<file path="config.mk">
export PLATFORM = sky130hd
export DESIGN_NAME = pulse_period_meter
export DESIGN_NICKNAME = d
export VERILOG_FILES = /design/src/rtl/pulse_period_meter.sv
export SDC_FILE = /design/constraint.sdc
export NUM_CORES = 1
export LEC_CHECK = 0
export CAP_MARGIN = 20
export CORE_MARGIN = 2
export CORE_UTILIZATION = 40
export CTS_CLUSTER_DIAMETER = 150
export DETAILED_ROUTE_END_ITERATION = 7
export PLACE_DENSITY = 0.69
export SLEW_MARGIN = 20
export SYNTH_ARGS = -nofsm -noshare
export SYNTH_HDL_FRONTEND = slang
export SYNTH_SLANG_ARGS = --single-unit
</file>
<file path="constraint.sdc">
create_clock -name clk -period 3.5 [get_ports clk]
set_clock_uncertainty 0.15 [all_clocks]
set_input_delay 0.875 -clock clk [delete_from_list [all_inputs] [get_ports clk]]
set_output_delay 0.875 -clock clk [all_outputs]
set_load 0.05 [all_outputs]
</file>
<file path="src/rtl/pulse_period_meter.sv">
// Measures the spacing between enable-qualified pulses and reports it as period-1 through a
// single-entry valid/ready register. Optional min/max statistics: PULSE_PERIOD_METER_MINMAX_EN.
module pulse_period_meter #(
  parameter int WIDTH = 32
) (
  input  logic             clk,
  input  logic             rst,
  input  logic             ena,
  input  logic             pls,
  input  logic             clr,
  output logic [WIDTH-1:0] per,
  output logic             ovf,
  output logic             vld,
  input  logic             rdy,
  output logic             drp,
  output logic [WIDTH-1:0] min,
  output logic [WIDTH-1:0] max
);

  // state  | meaning
  // S_WAIT | no reference pulse seen yet
  // S_MEAS | counting ticks since the last qualified pulse
  typedef enum logic {S_WAIT, S_MEAS} state_t;

  state_t           state, state_nxt;
  logic [WIDTH-1:0] cnt;
  logic             sat;
  logic             qual, capture, load, drop;

  assign qual = ena & pls;
  assign load = capture & (~vld | rdy);
  assign drop = capture & vld & ~rdy;

  always_ff @(posedge clk or posedge rst) begin
    if (rst) state <= S_WAIT;
    else     state <= state_nxt;
  end

  always_comb begin
    state_nxt = state;
    capture   = 1'b0;
    if (clr) begin
      state_nxt = S_WAIT;
    end else if (qual) begin
      state_nxt = S_MEAS;
      capture   = (state == S_MEAS);
    end
  end

  // Saturation keeps cnt at all-ones and flags the interval as longer than 2^WIDTH ticks.
  always_ff @(posedge clk or posedge rst) begin
    if (rst) begin
      cnt <= '0;
      sat <= 1'b0;
    end else if (clr) begin
      cnt <= '0;
      sat <= 1'b0;
    end else if (qual) begin
      cnt <= '0;
      sat <= 1'b0;
    end else if (ena && state == S_MEAS) begin
      if (&cnt) sat <= 1'b1;
      else      cnt <= cnt + 1'b1;
    end
  end

  always_ff @(posedge clk or posedge rst) begin
    if (rst) begin
      per <= '0;
      ovf <= 1'b0;
      vld <= 1'b0;
      drp <= 1'b0;
    end else if (clr) begin
      vld <= 1'b0;
      drp <= 1'b0;
    end else begin
      drp <= drop;
      if (load) begin
        per <= cnt;
        ovf <= sat;
        vld <= 1'b1;
      end else if (rdy) begin
        vld <= 1'b0;
      end
    end
  end

`ifdef PULSE_PERIOD_METER_MINMAX_EN
  always_ff @(posedge clk or posedge rst) begin
    if (rst) begin
      min <= '1;
      max <= '0;
    end else if (clr) begin
      min <= '1;
      max <= '0;
    end else if (load) begin
      if (!sat && cnt < min) min <= cnt;
      if (cnt > max)         max <= cnt;
    end
  end
`else
  assign min = '0;
  assign max = '0;
`endif

endmodule

</file>
==> flow_metrics.tcl <==
set metrics [dict create \
    status "completed" \
    cp_slowest_stage_delay_ns 0.79 \
    path_max_fanout 25 \
    p_sw_mw 0.5089 \
    synth.distinct_cells 45 \
    place_area_mm2 0.004053 \
    critPathSlowestCell "o21ai_2" \
    coreArea_mm2 0.009196 \
    start_kind "flop" \
    fmaxAchievable_ghz 0.3634 \
    tightest_slew_ns 0.9841 \
    internal_power_mw 1.150 \
    routed_via_density 5.143 \
    worstHoldStart "sat$_DFFE_PP0P_" \
    totalWireLength_um 7121 \
    peakVddDrop_mv 0.2257 \
    drt-initial-drc-count 140 \
    drive_gt1_share_pct 16.08 \
    cp-startpoint "cnt[0]$_DFFE_PP0P_" \
    slew_violations 0 \
    place_inst 493 \
    yosysSeqAreaShare_pct 45.56 \
    worstSkewPairLatency_ns 0.35 \
    final.setup.tns_ns 0 \
    ys.flop_type "dfrtp_1" \
    yosysWarnings 0 \
    drtPass1Iterations 4 \
    crit_path_cell_trace "ha_1, and4_1, nand4_2, o21ai_2, nor3_1, a211o_1" \
    cp_data_required_time_ns 3.58 \
    holdCritPathClass "flop to flop" \
    start_util_pct 41.21 \
    dp_slack_ns 0.6382 \
    io_buffers 40 \
    insertedDiodeCount 0 \
    p_sw_share_pct 30.68 \
    path_delay_family "compound AO/OA/AOI/OAI gates" \
    p_clk_share_pct 39.0 \
    place.gp.congestion 0.7824 \
    area_growth_pct 12.15 \
    num_io_pins 105 \
    pwr-share-comb_pct 12.8 \
    syn_area_mm2 0.003790 \
    post_cts_buffers 0 \
    grt_pass1_wl_um 12290 \
    cts_tree "done" \
    grt_use_total_pct 14.92 \
    grt_pass1_vias 2540 \
    relSlewSlack_pct 34.39 \
    yosys_register_bits 69 \
    crit_buf_inv 0 \
    utilization_pct 46.22 \
    cts_buffers 9 \
    power_density_mw_per_mm2 390.3 \
    cts_max_level 3 \
    rows 35 \
    power_leakage_nw 2.121 \
    worstReg2RegStart "cnt[0]$_DFFE_PP0P_" \
    async_flop_share_pct 100.0 \
    avgSynthCellArea_um2 10.71 \
    arrival_ns 2.84 \
    cts_root_buf "clkbuf_8" \
    end_kind "flop" \
    die_w_um 101.3 \
    synth_edf_count 0 \
    seqPwrFrac_pct 48.2 \
    setup_viol 0 \
    cap_violations 0 \
    die_height_um 101.3 \
    fin_cells 509 \
    cts_resized 0 \
    rsz0062_at_grt "false" \
    critPathKind "flop to flop" \
    drc 0 \
    ant_nets 0 \
    place_hpwl_um 4717 \
    grt_overflow 0 \
    period_share_pct 78.62 \
    netlist_instances 354 \
    grt_max_degree 70 \
    post_drt_wl_per_cell_um 13.99 \
    final_common_cell "dfrtp_1" \
    clk_pin_slew_ns 0.07 \
    hold_viol 0 \
    num-nets-final 400 \
    cts.sinks 69 \
    fin_crit_ns 2.752 \
    dieArea_mm2 0.01027 \
    layout_common_cells "69 x dfrtp_1, 64 x conb_1, 40 x clkdlybuf4s50_1, 33 x mux2_2, 20 x and3_1" \
    holdBufCountCts 0 \
    antenna_found_initial 0 \
    cts_buffer_depth 2 \
    fin_hold_ws_ns 0.3447 \
    setup_ws_ns 0.7483 \
    vias 2618 \
    finalInstanceArea_mm2 0.004250 \
    power.total_mw 1.659 \
]
[state kept, by name, indices dropped and copies added (netlist names)]
register and cells:
per 32, drp 1, state 1, sat 1, ovf 1, vld 1
cnt 32
[logic make-up (layout without fill, tap and decap cells)]
group	count (synthesis)	in the layout	synth area share (%)
AND/OR/NAND/NOR	105	105	16.80
buffers and inverters	86	67	15.62
flip-flops	69	69	45.56
AO/OA/AOI/OAI	55	55	10.80
multiplexers	35	35	10.33
XOR/XNOR	2	2	0.4623
adder cells (fa/ha/maj)	1	1	0.3301
other	1	64	0.09895
[synth_stat cells, drive strengths merged (3+ instances only)]
cell type | n | area, um2
o21ai | 11 | 58.81
and4 | 7 | 61.31
nand3 | 16 | 85.08
nor4 | 5 | 52.55
and3 | 20 | 125.1
clkbuf | 3 | 11.26
or3 | 7 | 43.79
dfrtp | 69 | 1727
mux2 | 33 | 371.6
buf | 77 | 558.0
nand4 | 11 | 81.32
a211o | 13 | 113.9
a22o | 3 | 26.28
a22oi | 6 | 45.04
o21a | 3 | 23.77
nand2 | 15 | 56.30
nor3 | 16 | 80.08
a21o | 3 | 22.52
inv | 6 | 22.52
a21oi | 6 | 30.03
[layout make-up]
class / count / area [um2]
fillers: 864 / 4946
flip-flops and latches: 69 / 1727
multi-input cells: 262 / 1714
repair buffers: 45 / 450.4
well taps: 111 / 138.9
clock buffers: 9 / 123.9
clock inverters: 7 / 73.82
inverters: 6 / 22.52
[per-layer routing]
layer  GRT usage, %  part of all wire, %  wire length (um)  vias up
li1               -                    -                 -     1242
met1          19.96                   45              3170     1281
met2          24.15                   49              3460       86
met3          3.865                  5.7               403        9
met4          4.054                  1.2                87        0
met5              0                    0                 0        -
[worst register-to-register path, cell delays in order, from the launching register on]
cell and delay (ns):
dfrtp_1 0.46, ha_1 0.25, and4_1 0.36, nand4_2 0.19
o21ai_2 0.79, nor3_1 0.13, a211o_1 0.31
[final timing paths]
kind | end | slack, ns | cells after the start
hold reg to reg | sat$_DFFE_PP0P_ | 0.34 | 1
max in group asynchronous | cnt[26]$_DFFE_PP0P_ | 2.13 | 3
min in group asynchronous | drp$_DFF_PP0_ | 0.75 | 3
hold / removal | sat$_DFFE_PP0P_ | 0.34 | 1
setup / recovery | cnt[6]$_DFFE_PP0P_ | 0.75 | 6
setup reg to reg | cnt[6]$_DFFE_PP0P_ | 0.75 | 6
[power by group through the flow]
stage	clock network [mW]	registers [mW]	logic (mW)
after CTS	0.661	0.800	0.213
final	0.646	0.800	0.212
after global placement	0	0.816	0.211
after global routing	0.698	0.801	0.226
after floorplan	0	0.820	0.240
after detailed placement	0	0.816	0.212
No activity file was read; power rests on OpenSTA's default activity.
